==> config.mk <==
export PLATFORM = sky130hd
export DESIGN_NAME = pixel_packer_flat
export DESIGN_NICKNAME = d
export VERILOG_FILES = /design/src/rtl/pixel_packer_if.sv /design/src/rtl/pixel_packer.sv /design/src/flat_wrapper.sv
export SDC_FILE = /design/constraint.sdc
export NUM_CORES = 1
export LEC_CHECK = 0
export ABC_AREA = 1
export ABC_CLOCK_PERIOD_IN_PS = 4750
export BUFFER_PORTS_ARGS = -buffer_cell sky130_fd_sc_hd__buf_2
export CAP_MARGIN = 30
export CORE_UTILIZATION = 48
export DETAILED_ROUTE_END_ITERATION = 10
export HOLD_SLACK_MARGIN = 0.03
export PLACE_DENSITY = 0.78
export SYNTH_ARGS = -nofsm -noshare
export SYNTH_HDL_FRONTEND = slang
export SYNTH_SLANG_ARGS = --single-unit
export TNS_END_PERCENT = 1
==> constraint.sdc <==
create_clock -name aclk -period 4.75 [get_ports aclk]
set_input_delay 0.475 -clock aclk [delete_from_list [all_inputs] [get_ports aclk]]
set_output_delay 0.475 -clock aclk [all_outputs]
set_load 0.1 [all_outputs]
==> src/rtl/pixel_packer_if.sv <==
// Stream bundles for pixel_packer: the 24-bit pixel input and the 32-bit AXI4-Stream output.
// pixel_in_if carries r/g/b/valid/ready; pixel_packer_if carries tdata/tvalid/tready/tlast/tuser.
interface pixel_in_if;
    logic [7:0] in_r;
    logic [7:0] in_g;
    logic [7:0] in_b;
    logic       in_valid;
    logic       in_ready;

    modport master (output in_r, output in_g, output in_b, output in_valid, input in_ready);
    modport slave  (input in_r, input in_g, input in_b, input in_valid, output in_ready);
endinterface

interface pixel_packer_if;
    logic [31:0] out_stream_tdata;
    logic        out_stream_tvalid;
    logic        out_stream_tready;
    logic        out_stream_tlast;
    logic        out_stream_tuser;

    modport master (output out_stream_tdata, output out_stream_tvalid, input out_stream_tready,
                    output out_stream_tlast, output out_stream_tuser);
    modport slave  (input out_stream_tdata, input out_stream_tvalid, output out_stream_tready,
                    input out_stream_tlast, input out_stream_tuser);
endinterface

==> src/rtl/pixel_packer.sv <==
// Packs 24-bit RGB pixels, four at a time, into three little-endian 32-bit AXI4-Stream words.
// Optional status outputs (frame_done, frame_count) are built when PIXEL_PACKER_STATUS_EN is defined.
module pixel_packer #(
    parameter int X_SIZE = 640,
    parameter int Y_SIZE = 480
) (
    input  logic           aclk,
    input  logic           areset,
    pixel_in_if.slave      pix,
    pixel_packer_if.master axis
`ifdef PIXEL_PACKER_STATUS_EN
    ,
    output logic           frame_done,
    output logic [15:0]    frame_count
`endif
);

    localparam int XW = (X_SIZE > 1) ? $clog2(X_SIZE) : 1;
    localparam int YW = (Y_SIZE > 1) ? $clog2(Y_SIZE) : 1;
    localparam logic [XW-1:0] X_LAST = XW'(X_SIZE - 1);
    localparam logic [XW-1:0] X_ONE  = XW'(1);
    localparam logic [YW-1:0] Y_LAST = YW'(Y_SIZE - 1);

    typedef enum logic [1:0] {
        PH0 = 2'd0,
        PH1 = 2'd1,
        PH2 = 2'd2,
        PH3 = 2'd3
    } phase_t;

    phase_t        phase_r;
    phase_t        phase_nxt_s;
    logic [23:0]   pix_s;
    logic          tready_s;
    logic          out_free_s;
    logic          in_ready_s;
    logic          emit_s;
    logic          accept_s;
    logic          load_s;
    logic [31:0]   word_s;
    logic [23:0]   residual_nxt_s;
    logic [23:0]   residual_r;
    logic [XW-1:0] x_r;
    logic [YW-1:0] y_r;
    logic          line_end_s;
    logic          frame_start_s;
    logic [31:0]   tdata_r;
    logic          tvalid_r;
    logic          tlast_r;
    logic          tuser_r;

    assign pix_s         = {pix.in_r, pix.in_g, pix.in_b};
    assign tready_s      = axis.out_stream_tready;
    assign out_free_s    = !tvalid_r || tready_s;
    assign accept_s      = pix.in_valid && in_ready_s;
    assign load_s        = accept_s && emit_s;
    assign line_end_s    = (x_r == X_LAST);
    assign frame_start_s = (x_r == X_ONE) && (y_r == {YW{1'b0}});

    assign pix.in_ready           = in_ready_s;
    assign axis.out_stream_tdata  = tdata_r;
    assign axis.out_stream_tvalid = tvalid_r;
    assign axis.out_stream_tlast  = tlast_r;
    assign axis.out_stream_tuser  = tuser_r;

    // Phase state register.
    always_ff @(posedge aclk) begin
        if (areset) begin
            phase_r <= PH0;
        end else begin
            phase_r <= phase_nxt_s;
        end
    end

    // Phase advances by one on every accepted pixel.
    always_comb begin
        phase_nxt_s = phase_r;
        if (accept_s) begin
            case (phase_r)
                PH0:     phase_nxt_s = PH1;
                PH1:     phase_nxt_s = PH2;
                PH2:     phase_nxt_s = PH3;
                PH3:     phase_nxt_s = PH0;
                default: phase_nxt_s = PH0;
            endcase
        end else begin
            phase_nxt_s = phase_r;
        end
    end

    // Per-phase ready, word assembly and residual carry; phase 0 only stores, so it never waits.
    always_comb begin
        in_ready_s     = 1'b1;
        emit_s         = 1'b0;
        word_s         = 32'h0000_0000;
        residual_nxt_s = residual_r;
        case (phase_r)
            PH0: begin
                in_ready_s     = 1'b1;
                emit_s         = 1'b0;
                word_s         = 32'h0000_0000;
                residual_nxt_s = pix_s;
            end
            PH1: begin
                in_ready_s     = out_free_s;
                emit_s         = 1'b1;
                word_s         = {pix_s[7:0], residual_r[23:0]};
                residual_nxt_s = {8'h00, pix_s[23:8]};
            end
            PH2: begin
                in_ready_s     = out_free_s;
                emit_s         = 1'b1;
                word_s         = {pix_s[15:0], residual_r[15:0]};
                residual_nxt_s = {16'h0000, pix_s[23:16]};
            end
            PH3: begin
                in_ready_s     = out_free_s;
                emit_s         = 1'b1;
                word_s         = {pix_s[23:0], residual_r[7:0]};
                residual_nxt_s = 24'h00_0000;
            end
            default: begin
                in_ready_s     = 1'b1;
                emit_s         = 1'b0;
                word_s         = 32'h0000_0000;
                residual_nxt_s = 24'h00_0000;
            end
        endcase
    end

    // Residual bytes carried from one pixel to the next within a group.
    always_ff @(posedge aclk) begin
        if (areset) begin
            residual_r <= 24'h00_0000;
        end else if (accept_s) begin
            residual_r <= residual_nxt_s;
        end else begin
            residual_r <= residual_r;
        end
    end

    // Pixel position within the frame, advanced on each accepted pixel.
    always_ff @(posedge aclk) begin
        if (areset) begin
            x_r <= {XW{1'b0}};
            y_r <= {YW{1'b0}};
        end else if (accept_s) begin
            if (line_end_s) begin
                x_r <= {XW{1'b0}};
                y_r <= (y_r == Y_LAST) ? {YW{1'b0}} : (y_r + YW'(1));
            end else begin
                x_r <= x_r + XW'(1);
            end
        end else begin
            x_r <= x_r;
            y_r <= y_r;
        end
    end

    // Output word register; a load can coincide with a handshake, keeping tvalid high.
    always_ff @(posedge aclk) begin
        if (areset) begin
            tdata_r  <= 32'h0000_0000;
            tvalid_r <= 1'b0;
            tlast_r  <= 1'b0;
            tuser_r  <= 1'b0;
        end else if (load_s) begin
            tdata_r  <= word_s;
            tvalid_r <= 1'b1;
            tlast_r  <= line_end_s;
            tuser_r  <= frame_start_s;
        end else if (tready_s) begin
            tvalid_r <= 1'b0;
        end else begin
            tvalid_r <= tvalid_r;
        end
    end

`ifdef PIXEL_PACKER_STATUS_EN
    logic        frame_end_s;
    logic        fend_r;
    logic        frame_done_r;
    logic [15:0] frame_count_r;

    assign frame_end_s = line_end_s && (y_r == Y_LAST);
    assign frame_done  = frame_done_r;
    assign frame_count = frame_count_r;

    // Marks the pending word as the last one of a frame.
    always_ff @(posedge aclk) begin
        if (areset) begin
            fend_r <= 1'b0;
        end else if (load_s) begin
            fend_r <= frame_end_s;
        end else begin
            fend_r <= fend_r;
        end
    end

    // One-cycle pulse and wrapping count after the final word of a frame is handed off.
    always_ff @(posedge aclk) begin
        if (areset) begin
            frame_done_r  <= 1'b0;
            frame_count_r <= 16'h0000;
        end else if (tvalid_r && tready_s && fend_r) begin
            frame_done_r  <= 1'b1;
            frame_count_r <= frame_count_r + 16'd1;
        end else begin
            frame_done_r  <= 1'b0;
            frame_count_r <= frame_count_r;
        end
    end
`endif

endmodule

==> src/flat_wrapper.sv <==
// flat-port wrapper written by rule: the top's interface ports become plain ports
module pixel_packer_flat 
#(
    parameter int X_SIZE = 640,
    parameter int Y_SIZE = 480
)
  (aclk, areset, pix_in_r, pix_in_g, pix_in_b, pix_in_valid, pix_in_ready, axis_out_stream_tdata, axis_out_stream_tvalid, axis_out_stream_tready, axis_out_stream_tlast, axis_out_stream_tuser);
  pixel_in_if pix_i ();
  pixel_packer_if axis_i ();
  input  logic aclk;
  input  logic areset;
  input wire logic [$bits(pix_i.in_r)-1:0] pix_in_r;
  input wire logic [$bits(pix_i.in_g)-1:0] pix_in_g;
  input wire logic [$bits(pix_i.in_b)-1:0] pix_in_b;
  input wire logic [$bits(pix_i.in_valid)-1:0] pix_in_valid;
  output wire logic [$bits(pix_i.in_ready)-1:0] pix_in_ready;
  output wire logic [$bits(axis_i.out_stream_tdata)-1:0] axis_out_stream_tdata;
  output wire logic [$bits(axis_i.out_stream_tvalid)-1:0] axis_out_stream_tvalid;
  input wire logic [$bits(axis_i.out_stream_tready)-1:0] axis_out_stream_tready;
  output wire logic [$bits(axis_i.out_stream_tlast)-1:0] axis_out_stream_tlast;
  output wire logic [$bits(axis_i.out_stream_tuser)-1:0] axis_out_stream_tuser;
  assign pix_i.in_r = pix_in_r;
  assign pix_i.in_g = pix_in_g;
  assign pix_i.in_b = pix_in_b;
  assign pix_i.in_valid = pix_in_valid;
  assign pix_in_ready = pix_i.in_ready;
  assign axis_out_stream_tdata = axis_i.out_stream_tdata;
  assign axis_out_stream_tvalid = axis_i.out_stream_tvalid;
  assign axis_i.out_stream_tready = axis_out_stream_tready;
  assign axis_out_stream_tlast = axis_i.out_stream_tlast;
  assign axis_out_stream_tuser = axis_i.out_stream_tuser;
  pixel_packer #(.X_SIZE(X_SIZE), .Y_SIZE(Y_SIZE)) u_core (.aclk(aclk), .areset(areset), .pix(pix_i), .axis(axis_i));
endmodule
# [Word-level counts from Yosys, hierarchy flattened]
# Index checks and enable logic that the tools add are counted.
[word_totals] in_bits=28 ff_bits=80 word_cells=35 output_inout_bits=36
[classes] mux=9 n_reduce_logical=10 add_sub_neg=2 n_eq_ne=6
[ops] operator="one-hot mux 32 bit (4 select lines)" n=1
[ops] operator="one-hot mux 24 bit (4 select lines)" n=1
[ops] operator="adder 10 x 1 -> 10 bit, second input constant" n=1
[ops] operator="== test 10 x 1 -> 1 bit, second input constant" n=1
[ops] operator="== test 10 bit, second input constant" n=1
[ops] operator="2-to-1 mux 10 bit" n=1
[ops] operator="adder 9 x 1 -> 9 bit, second input constant" n=1
[ops] operator="== test 9 bit, second input constant" n=1
[ops] operator="zero test 9 bit" n=1
[ops] operator="2-to-1 mux 9 bit" n=1
[ops] operator="one-hot mux 2 bit (4 select lines)" n=1
[ops] operator="== test 2 bit, second input constant" n=2
[ops] operator="one-hot mux 1 bit (2 select lines)" n=2
[ops] operator="logical AND 1 bit" n=3
[ops] operator="OR reduction 3 bit" n=1
[ops] operator="== test 2 x 1 -> 1 bit, second input constant" n=1
[ops] operator="zero test 2 bit" n=1
[ops] operator="2-to-1 mux 1 bit" n=2
[ops] operator="AND reduction 2 bit" n=1
[ops] operator="nonzero test 2 bit" n=1
[ops] operator="zero test 1 bit" n=1
[ops] operator="logical OR 1 bit" n=1

# [Logic depth before layout (Yosys ltp)]
# Gate-level depths: netlist of the first run.
[logic_depth] depth_word=6 depth_mapped=11 mapped_depth_nobuf=10

# [Worst setup path after synthesis of the first run]
# OpenSTA, ideal clock, no wires.
[synth_path] path_type="reg2reg" startpoint="reg u_core.tvalid_r, in the netlist u_core.axis.out_stream_tvalid" endpoint="reg u_core.tdata_r[12], in the netlist u_core.axis.out_stream_tdata[12]" stages_incl_launch_ff=9 period_less_slack_ns=2.579 arrival_ns=2.461 setup_slack_ns=2.171 setup_time_ns=0.118 cell_sequence="dfxtp_1 > nand3_2 > nand2_4 > inv_4 > nand2_4 > inv_4 > buf_4 > o21ai_0 > nor2_1"
[synth_between] elab_chain_len=5
[synth_lines] item="start: declaration" line="pixel_packer.sv:48" rtl="logic tvalid_r;"
[synth_lines] item="start signal: assignment" line="pixel_packer.sv:175" rtl="tvalid_r <= tvalid_r;"
[synth_lines] item="zero test 1 bit" line="pixel_packer.sv:54" rtl="assign out_free_s = !tvalid_r || tready_s;"
[synth_lines] item="logical OR 1 bit" line="pixel_packer.sv:54"
[synth_lines] item="one-hot mux 1 bit (2 select lines)" line="pixel_packer.sv:97" rtl="case (phase_r)"
[synth_lines] item="via pix_in_ready" line="flat_wrapper.sv:16" rtl="output wire logic [$bits(pix_i.in_ready)-1:0] pix_in_ready;"
[synth_lines] item="logical AND 1 bit" line="pixel_packer.sv:55" rtl="assign accept_s = pix.in_valid && in_ready_s;"
[synth_lines] item="logical AND 1 bit" line="pixel_packer.sv:56" rtl="assign load_s = accept_s && emit_s;"
[synth_lines] item="end signal: assignment" line="pixel_packer.sv:168" rtl="tdata_r <= word_s;"
[synth_lines] item="end: declaration" line="pixel_packer.sv:47" rtl="logic [31:0] tdata_r;"
# The timed path passes the listed nets, and every way through them passes these cells.
# A chain may end at the register's enable or synchronous reset.

# [Final worst setup path of the first run]
[layout_path] startpoint="reg u_core.phase_r[1]" endpoint="reg u_core.tdata_r[21], in the netlist u_core.axis.out_stream_tdata[21]"
[layout_between] elab_chain_len=5 word_cells_on_any_way=10
[layout_lines] item="start: declaration" line="pixel_packer.sv:31" rtl="phase_t phase_r;"
[layout_lines] item="start signal: assignment" line="pixel_packer.sv:71" rtl="phase_r <= phase_nxt_s;"
[layout_lines] item="== test 2 x 1 -> 1 bit / == test 2 bit (equally long branches)" line="pixel_packer.sv:97"
[layout_lines] item="OR reduction 3 bit (no source line)"
[layout_lines] item="one-hot mux 1 bit (2 select lines)" line="pixel_packer.sv:97"
[layout_lines] item="logical AND 1 bit" line="pixel_packer.sv:55"
[layout_lines] item="logical AND 1 bit" line="pixel_packer.sv:56"
# Several ways; a longest one is shown, not always the timed one.

==> flow_metrics.tcl, run 1 <==
set metrics [dict create \
    status "complete, no violations" \
    drt-total-wl_mm 10.3 \
    slowest_delay_ns 0.49 \
    track_usage_pct 26.0 \
    reg2regPathDepth 10 \
    relSlewSlack_pct 50.0 \
    synth_area_per_cell_um2 6.84 \
    post_cts.repair.setup_buffers 0 \
    rsz0062_at_grt "false" \
    fin_nets 646 \
    firstDrtPassIters 5 \
    cts-buffers-inserted 9 \
    r2r_slack_ns 1.86 \
    synthDistinctLibCells 31 \
    vias 3789 \
    final.min_clock_period_ns 2.89 \
    critPathArrivalTime_ns 3.16 \
    post-dp-hpwl_mm 7.31 \
    finalSetupViolCount 0 \
    cp_top_family "buffers and inverters" \
    drive_gt1_share_pct 14.8 \
    worstPathRequired_ns 5.02 \
    overflow 0 \
    place_area_um2 4190 \
    fin_ws_ns 1.86 \
    synth_warnings 0 \
    p_leak_uw 0.00199 \
    synth_top_area_share_pct 41.6 \
    num-fill-cells 736 \
    vias_per_cell 5.28 \
    min_from "pix_in_r[4]" \
    antenna_left 0 \
    cp_slowest_cell "ha_1" \
    ys_top_cells_by_area "dfxtp_1 (42%), nand2_1 (13%), nor2_1 (8.2%), o21ai_0 (6.9%), a21oi_1 (6.5%)" \
    port_buffers 63 \
    path_depth 10 \
    cap_violations 0 \
    final_common_cell "nand2_1" \
    gp_congestion 0.869 \
    die_h_um 91.6 \
    syn-num-nets 599 \
    grt_pass1_vias 3572 \
    reg2reg_from "u_core.phase_r[1]$_SDFFE_PP0N_" \
    setup_tns_ns 0 \
    fin_crit_sh_pct 60.7 \
    cts_resized 0 \
    stdcell_count 717 \
    grt_max_degree 38 \
    cts-hold-fix-buffers 0 \
    r2r-end "u_core.axis.out_stream_tdata[21]$_SDFFE_PP0P_" \
    insertion_delay_ns 0.35 \
    path_buf_inv 4 \
    synth_seq_cells 80 \
    grt_pass1_wl_mm 17.3 \
    mostFrequentLayoutCells "nand2_1 (136), nor2_1 (84), dfxtp_1 (80)" \
    cts_buffer_depth 2 \
    hold_path_end "u_core.residual_r[20]$_SDFFE_PP0N_" \
    critPathKind "register to register" \
    timing.fmax_mhz 347 \
    syn_to_final_growth_pct 14.1 \
    drc_errors 0 \
    crit_start "u_core.phase_r[1]$_SDFFE_PP0N_" \
    cts_tree "yes" \
    hold_depth 3 \
    drtIter0Drc 288 \
    hold_class "primary input to register" \
    placeableCoreArea_um2 7730 \
    clk_pin_slew_ns 0.08 \
    routedWlPerCell_um 14.4 \
    fin_worst_skew_ns 0.0101 \
    die_area_um2 8390 \
    netlist_area_um2 3850 \
    crit_chain "inv_1 > ha_1 > inv_2 > nand3_2 > nand2_4 > inv_4 > nand2_4 > inv_4 > o21ai_0 > nor2_1" \
    synth_top_cell_by_area "dfxtp_1" \
    hold_viol 0 \
    rows 32 \
    place_ws_ns 1.90 \
    syn-instance-count 563 \
    cp-end-kind "register" \
    ir_drop_mv 0.212 \
    diodes 0 \
    slew_viol_final 0 \
    finalPower_uw 1660 \
    dp.cells 701 \
    initial_core_util_pct 49.8 \
    ioPinCount 64 \
    cts_htree_levels 3 \
    clockRootBuffer "clkbuf_8" \
    die-width_um 91.6 \
    cp-start-kind "register" \
    fin_area_um2 4390 \
    critPathMaxFanout 37 \
    antenna_found_initial 0 \
    tightest_slew_ns 0.750 \
    cts_sinks 80 \
    ys_seq_area_share_pct 41.6 \
    power-per-cell-area_nw_per_um2 377 \
]
[report_power, final]
group	switching [µW]	internal, µW
logic	321	79.9
clock network	251	270
registers	21.9	712
total	594	1060
[how the worst max path moves through the flow]
stage / to / slack (ns)
floorplan: u_core.axis.out_stream_tdata[12]$_SDFFE_PP0P_ / 2.17
global placement: u_core.axis.out_stream_tdata[2]$_SDFFE_PP0P_ / 2.03
detailed placement: u_core.axis.out_stream_tdata[21]$_SDFFE_PP0P_ / 1.90
CTS: u_core.axis.out_stream_tdata[21]$_SDFFE_PP0P_ / 1.87
global route: u_core.axis.out_stream_tdata[0]$_SDFFE_PP0P_ / 1.53
finish: u_core.axis.out_stream_tdata[21]$_SDFFE_PP0P_ / 1.86
[layer usage]
metal	up-vias	wire length, µm	global-route usage, %
li1	1919	-	-
met1	1731	4710	34.1
met2	122	4770	42.1
met3	17	627	5.61
met4	0	214	9.13
met5	-	0	0
[per-stage QoR]
stage | hold WS, ns | util (%)
6_report | 0.408 | 56.8
5_1_grt | 0.405 | 56.8
4_1_cts | 0.407 | 56.8
3_5_place_dp | 0.458 | 54.2
3_3_place_gp | 0.449 | 53.8
2_1_floorplan | 0.440 | -
[cell usage after synthesis]
cell type and instances:
nand2_1 136, nand3_1 27, nor3b_1 1, dfxtp_1 80
buf_4 5, nor2_4 1, inv_4 2, nand4_1 1
o211ai_1 16, a21oi_1 50, nor2_2 2, nand3_2 1
nor2_1 84, ha_1 8, buf_2 9, clkbuf_1 13
nor3_1 2, and2_1 1, or2_2 1, o22ai_1 5
o21ai_0 53, xor2_1 3, o21ai_1 2, o21bai_2 1
o21bai_1 1, a22oi_1 4, inv_2 1, buf_1 1
nand2_4 2, inv_1 48, a31oi_1 2
[cells by family after synthesis]
group / after synthesis / share of synthesized area (%)
AO/OA/AOI/OAI: 134 / 19.2
AND/OR/NAND/NOR: 259 / 27.4
buffers and inverters: 79 / 8.61
adder cells (fa/ha/maj): 8 / 2.60
flip-flops: 80 / 41.6
XOR/XNOR: 3 / 0.682
[worst reg2reg max path, delay by kind of cell, from the launching register on]
kind	cells	cell delay [ns]
buffers and inverters	4	1.04
and+or+nand+nor	4	0.81
adders and majority gates	1	0.49
DFF	1	0.34
AOI/OAI and AO/OA	1	0.14
[flip-flops by register name (all words and copies together) (netlist names)]
name                           count
u_core.x_r                        10
u_core.axis.out_stream_tlast       1
u_core.axis.out_stream_tvalid      1
u_core.axis.out_stream_tdata      32
u_core.residual_r                 24
u_core.phase_r                     2
u_core.y_r                         9
u_core.axis.out_stream_tuser       1
[layout make-up]
type                    count  area, µm²  area share, %
multi-input cells         404       1920           43.7
clock inverters             5       55.1           1.25
clock buffers              11        151           3.45
inverters                  51        196           4.47
flip-flops and latches     80       1600           36.5
repair buffers             64        343           7.80
well taps                 102        128           2.91
No activity file was read; power rests on OpenSTA's default activity.
==> inputs of run 2 (changes only) <==
ABC_CLOCK_PERIOD_IN_PS = 2530   (was 4750)
PLACE_DENSITY = 0.8   (was 0.78)
clock period = 2.53 ns   (was 4.75 ns; I/O delays follow)
==> run 2 against run 1 <==
Global-route usage decreased by 0.40 points. Final area increased by 1.2%. Total power increased by 99%. Clock power increased by 120%. Register-to-register slack got worse by 1.5 ns. Critical path type unchanged. Critical endpoint is now u_core.axis.out_stream_tdata[10]$_SDFFE_PP0P_. Highest routed layer unchanged. Worst setup slack got worse by 1.5 ns. Sequential power increased by 88%. Combinational power increased by 91%. Hold slack got worse by 0.21 ns. Critical path depth decreased by 2. Non-clock buffer count increased by 5. Cell count increased by 0.56%.
==> flow_metrics.tcl, run 2 (synthesized netlist as in run 1, its figures left out) <==
set metrics [dict create \
    status "complete, no violations" \
    clk_pin_slew_ns 0.08 \
    fin_area_um2 4450 \
    rows 32 \
    port_buffers 63 \
    finalSetupViolCount 0 \
    drtIter0Drc 259 \
    hold_viol 0 \
    clock_power_share_pct 35.0 \
    grt_max_degree 50 \
    pwr-share-seq_pct 41.8 \
    reg2regPathDepth 8 \
    grtUsageMet1_pct 34.3 \
    drt-total-wl_mm 10.4 \
    relSlewSlack_pct 59.7 \
    die_area_um2 8390 \
    cp-end-kind "register" \
    power-per-cell-area_nw_per_um2 741 \
    path_buf_inv 2 \
    diodes 0 \
    critPathArrivalTime_ns 2.39 \
    slew_viol_final 0 \
    r2r-end "u_core.axis.out_stream_tdata[10]$_SDFFE_PP0P_" \
    min_from "pix_in_r[1]" \
    num-fill-cells 756 \
    die-width_um 91.6 \
    cts_htree_levels 3 \
    drive_gt1_share_pct 15.5 \
    track_usage_pct 25.6 \
    critPathMaxFanout 15 \
    overflow 0 \
    r2r_slack_ns 0.38 \
    cts-hold-fix-buffers 0 \
    multi_input_area_um2 1920 \
    gp_congestion 0.867 \
    p_leak_uw 0.00203 \
    crit_chain "inv_1 > ha_1 > inv_1 > nand2_1 > nand2_1 > o21ai_0 > nor2_1 > nor2_1" \
    final.min_clock_period_ns 2.15 \
    cts_resized 0 \
    met2_usage_pct 41.4 \
    largest_reg_flops 32 \
    p_sw_share_pct 34.1 \
    hold-worst-slack_ns 0.198 \
    antenna_found_initial 0 \
    cp_slowest_cell "inv_1" \
    fin_nets 651 \
    drc_errors 0 \
    antenna_left 0 \
    timing.fmax_mhz 464 \
    reg2reg_from "u_core.phase_r[0]$_SDFFE_PP0N_" \
    p_switching_uw 1120 \
    vias_per_cell 5.39 \
    fin_worst_skew_ns 0.0123 \
    final_common_cell "nand2_1" \
    hold_class "primary input to register" \
    cp_top_family "simple AND/OR/NAND/NOR gates" \
    ioPinCount 64 \
    regArea_um2 1600 \
    met3_usage_pct 5.19 \
    rsz0062_at_grt "false" \
    internal-power_uw 2170 \
    syn_to_final_growth_pct 15.5 \
    cp-start-kind "register" \
    ir_drop_mv 0.378 \
    cts_tree "yes" \
    vias 3883 \
    pwr-share-comb_pct 23.2 \
    grt.busiest_layer "met2" \
    routedWlPerCell_um 14.4 \
    critPathKind "register to register" \
    initial_core_util_pct 49.8 \
    grt_pass1_vias 3593 \
    slowest_delay_ns 0.44 \
    insertion_delay_ns 0.35 \
    clockRootBuffer "clkbuf_8" \
    place_area_um2 4210 \
    grt_pass1_wl_mm 17.3 \
    post-dp-hpwl_mm 7.29 \
    hold_path_end "u_core.residual_r[17]$_SDFFE_PP0N_" \
    tightest_slew_ns 0.605 \
    worstPathRequired_ns 2.77 \
    cts_sinks 80 \
    fin_crit_sh_pct 85.1 \
    cts-buffers-inserted 9 \
    setup_tns_ns 0 \
    placeableCoreArea_um2 7730 \
    mostFrequentLayoutCells "nand2_1 (136), nor2_1 (84), dfxtp_1 (79)" \
    firstDrtPassIters 5 \
    die_h_um 91.6 \
    cap_violations 0 \
    post_cts.repair.setup_buffers 0 \
    hold_depth 3 \
    cts_buffer_depth 2 \
]
[run 2: cell count changes in the layout (fill, tap and decap cells not counted)]
cell / before / now
dfxtp_2: 0 / 1
bufinv_16: 1 / 3
dfxtp_1: 80 / 79
clkinv_2: 2 / 1
buf_16: 1 / 0
inv_6: 0 / 1
clkinvlp_4: 2 / 0
clkbuf_8: 11 / 10
buf_4: 0 / 6
[run 2: worst min-delay path, stage by stage]
cell,delay (ns)
buf_2,0.13
nand2_1,0.07
a21oi_1,0.06
[run 2: metrics by stage]
stage | utilization, % | power, µW | cells | setup slack, ns
after global routing | 57.5 | 3420 | 721 | 0.192
after global placement | 54.4 | 2150 | 706 | 0.504
after CTS | 57.5 | 3300 | 721 | 0.399
final | 57.5 | 3290 | 721 | 0.376
after floorplan | - | 2000 | 563 | 0.337
after detailed placement | 54.4 | 2160 | 706 | 0.441
[run 2: worst max path at each step]
| stage | startpoint | endpoint | slack, ns | cells after the start |
|---|---|---|---|---|
| floorplan | u_core.phase_r[0]$_SDFFE_PP0N_ | u_core.axis.out_stream_tdata[12]$_SDFFE_PP0P_ | 0.34 | 11 |
| global placement | u_core.phase_r[0]$_SDFFE_PP0N_ | u_core.axis.out_stream_tdata[10]$_SDFFE_PP0P_ | 0.50 | 8 |
| detailed placement | u_core.phase_r[0]$_SDFFE_PP0N_ | u_core.axis.out_stream_tdata[28]$_SDFFE_PP0P_ | 0.44 | 10 |
| CTS | u_core.phase_r[0]$_SDFFE_PP0N_ | u_core.axis.out_stream_tdata[24]$_SDFFE_PP0P_ | 0.40 | 10 |
| global route | u_core.phase_r[0]$_SDFFE_PP0N_ | u_core.axis.out_stream_tdata[13]$_SDFFE_PP0P_ | 0.19 | 10 |
| finish | u_core.phase_r[0]$_SDFFE_PP0N_ | u_core.axis.out_stream_tdata[10]$_SDFFE_PP0P_ | 0.38 | 8 |
[run 2: power groups by stage]
stage / logic [µW] / registers [µW] / clock network [µW]
after floorplan: 292 / 1710 / 0
after global placement: 748 / 1400 / 0
after detailed placement: 755 / 1410 / 0
after CTS: 760 / 1380 / 1160
after global routing: 811 / 1390 / 1220
final: 764 / 1380 / 1150
[run 2: area by class of cell]
class                           count  area share [%]
Clock inverter                      5            2.34
Tap cell                          102            2.87
Multi-Input combinational cell    404            43.1
Clock buffer                       10            3.10
Timing Repair Buffer               69            8.10
Sequential cell                    80            36.0
Inverter                           51            4.42
[run 2: routing by layer]
| layer | vias to the layer above | part of all wire [%] |
|---|---|---|
| met5 | - | 0 |
| met4 | 0 | 1.6 |
| met3 | 17 | 6.3 |
| met2 | 142 | 46 |
| met1 | 1796 | 46 |
| li1 | 1928 | - |
==> inputs of run 3 (changes only) <==
CORE_MARGIN = 8   (was not set)
==> run 3 against run 2 <==
Core utilization is 0.55 points lower. Flip-flop and latch count stayed put. Largest power group unchanged. Final area is 0.45% lower. Sequential share of layout area is 0.16 points higher. Sequential power hardly changed. Largest cell class unchanged. Clock power is 14% lower. Die area is 33% higher. Critical path depth stayed put.
==> flow_metrics.tcl, run 3 (synthesized netlist as in run 1, its figures left out) <==
set metrics [dict create \
    ioPinCount 64 \
    cp-end-kind "register" \
    p_switching_uw 1140 \
    mostFrequentLayoutCells "nand2_1 (136), nor2_1 (84), dfxtp_1 (79)" \
    insertion_delay_ns 0.36 \
    p_leak_uw 0.00202 \
    cp_top_family "simple AND/OR/NAND/NOR gates" \
    critPathKind "register to register" \
    die_h_um 106 \
    pwr-share-seq_pct 43.9 \
    cts_buffer_depth 2 \
    fin_crit_sh_pct 85.4 \
    crit_start "u_core.phase_r[1]$_SDFFE_PP0N_" \
    grt_pass1_wl_mm 18.2 \
    overflow 0 \
    post-dp-hpwl_mm 7.81 \
    grt_pass1_vias 3622 \
    antenna_left 0 \
    min_from "pix_in_r[2]" \
    rows 32 \
    diodes 0 \
    post_cts.repair.setup_buffers 0 \
    fin_nets 653 \
    internal-power_uw 2000 \
    drtIter0Drc 289 \
    vias_per_cell 5.38 \
    slew_viol_final 0 \
    die_area_um2 11100 \
    reg2regPathDepth 8 \
    cts_resized 0 \
    final_common_cell "nand2_1" \
    rsz0062_at_grt "false" \
    timing.fmax_mhz 463 \
    tightest_slew_ns 0.556 \
    hold_class "primary input to register" \
    largest_reg_flops 32 \
    hold_viol 0 \
    worstPathRequired_ns 2.78 \
    finalSetupViolCount 0 \
    cts_sinks 80 \
    path_buf_inv 2 \
    pwr-share-comb_pct 24.6 \
    relSlewSlack_pct 62.9 \
    setup_tns_ns 0 \
    track_usage_pct 19.8 \
    grt_max_degree 37 \
    p_sw_share_pct 36.2 \
    reg2reg_from "u_core.phase_r[1]$_SDFFE_PP0N_" \
    status "complete, no violations" \
    fin_worst_skew_ns 0.0132 \
    cts_htree_levels 3 \
    initial_core_util_pct 49.6 \
    critPathArrivalTime_ns 2.41 \
    cap_violations 0 \
    cp-start-kind "register" \
    die-width_um 106 \
    final.min_clock_period_ns 2.16 \
    cp_slowest_cell "inv_1" \
    critPathMaxFanout 16 \
    r2r-end "u_core.axis.out_stream_tdata[14]$_SDFFE_PP0P_" \
    drive_gt1_share_pct 15.9 \
    cts-hold-fix-buffers 0 \
    placeableCoreArea_um2 7770 \
    crit_chain "inv_1 > ha_1 > inv_1 > nand2_1 > nand2_1 > o21ai_0 > nor2_1 > nor2_1" \
    clk_pin_slew_ns 0.08 \
    port_buffers 63 \
    cts_tree "yes" \
    antenna_found_initial 0 \
    power-per-cell-area_nw_per_um2 709 \
    drt-total-wl_mm 11.0 \
    path_depth 8 \
    hold-worst-slack_ns 0.179 \
    utilization_pct 57.0 \
    syn_to_final_growth_pct 14.9 \
    routedWlPerCell_um 15.3 \
    crit_end "u_core.axis.out_stream_tdata[14]$_SDFFE_PP0P_" \
    slowest_delay_ns 0.49 \
    r2r_slack_ns 0.37 \
    gp_congestion 0.883 \
    ir_drop_mv 0.430 \
    clock_power_share_pct 31.4 \
    clockRootBuffer "clkbuf_8" \
    cts-buffers-inserted 9 \
    firstDrtPassIters 5 \
    drc_errors 0 \
    vias 3897 \
]
-- run 3: cell types whose count changed in the layout (fill, tap and decap cells not counted) --
| cell | delta |
|---|---|
| buf_4 | +2 |
| bufinv_16 | -2 |
| clkbuf_8 | +1 |
| clkinv_2 | +1 |
| clkinvlp_4 | +2 |
| inv_6 | -1 |
-- run 3: how the worst min path moves through the flow --
stage,depth (start not counted),endpoint
after floorplan,2,u_core.residual_r[16]$_SDFFE_PP0N_
after global placement,2,u_core.residual_r[23]$_SDFFE_PP0N_
after detailed placement,2,u_core.axis.out_stream_tdata[4]$_SDFFE_PP0P_
after CTS,3,u_core.residual_r[18]$_SDFFE_PP0N_
after global routing,3,u_core.residual_r[18]$_SDFFE_PP0N_
final,3,u_core.residual_r[18]$_SDFFE_PP0N_
-- run 3: power groups by stage --
stage | combinational, µW | clock (µW) | sequential (µW)
finish | 773 | 987 | 1380
global route | 825 | 1050 | 1390
CTS | 769 | 994 | 1380
detailed placement | 766 | 0 | 1410
global placement | 756 | 0 | 1400
floorplan | 292 | 0 | 1710
-- run 3: layer usage --
layer	GRT usage, %	share of wire [%]	wire length, µm	vias to the layer above
met5	0	0	0	-
met4	8.14	2.1	231	0
met3	3.17	6.5	721	20
met2	32.1	46	5130	154
met1	25.8	45	4960	1789
li1	-	-	-	1934
-- run 3: layout make-up --
class | instances | area (µm²)
clock buffer | 11 | 151
timing repair buffer | 71 | 375
multi-input combinational | 404 | 1920
sequential | 80 | 1600
tap | 102 | 128
inverter | 51 | 196
clock inverter | 5 | 55.1
fill | 772 | 3340
-- run 3: stage by stage --
step	setup WS, ns	power, µW	cells	area (µm²)
final	0.370	3140	724	4430
after floorplan	0.337	2000	563	3850
after global placement	0.511	2160	708	4220
after global routing	0.152	3260	724	4430
after CTS	0.413	3140	724	4430
after detailed placement	0.447	2170	708	4220
-- run 3: tightest hold or removal path, cell delays in order --
cell and delay, ns:
buf_2 0.12, nand2_1 0.06, a21oi_1 0.06
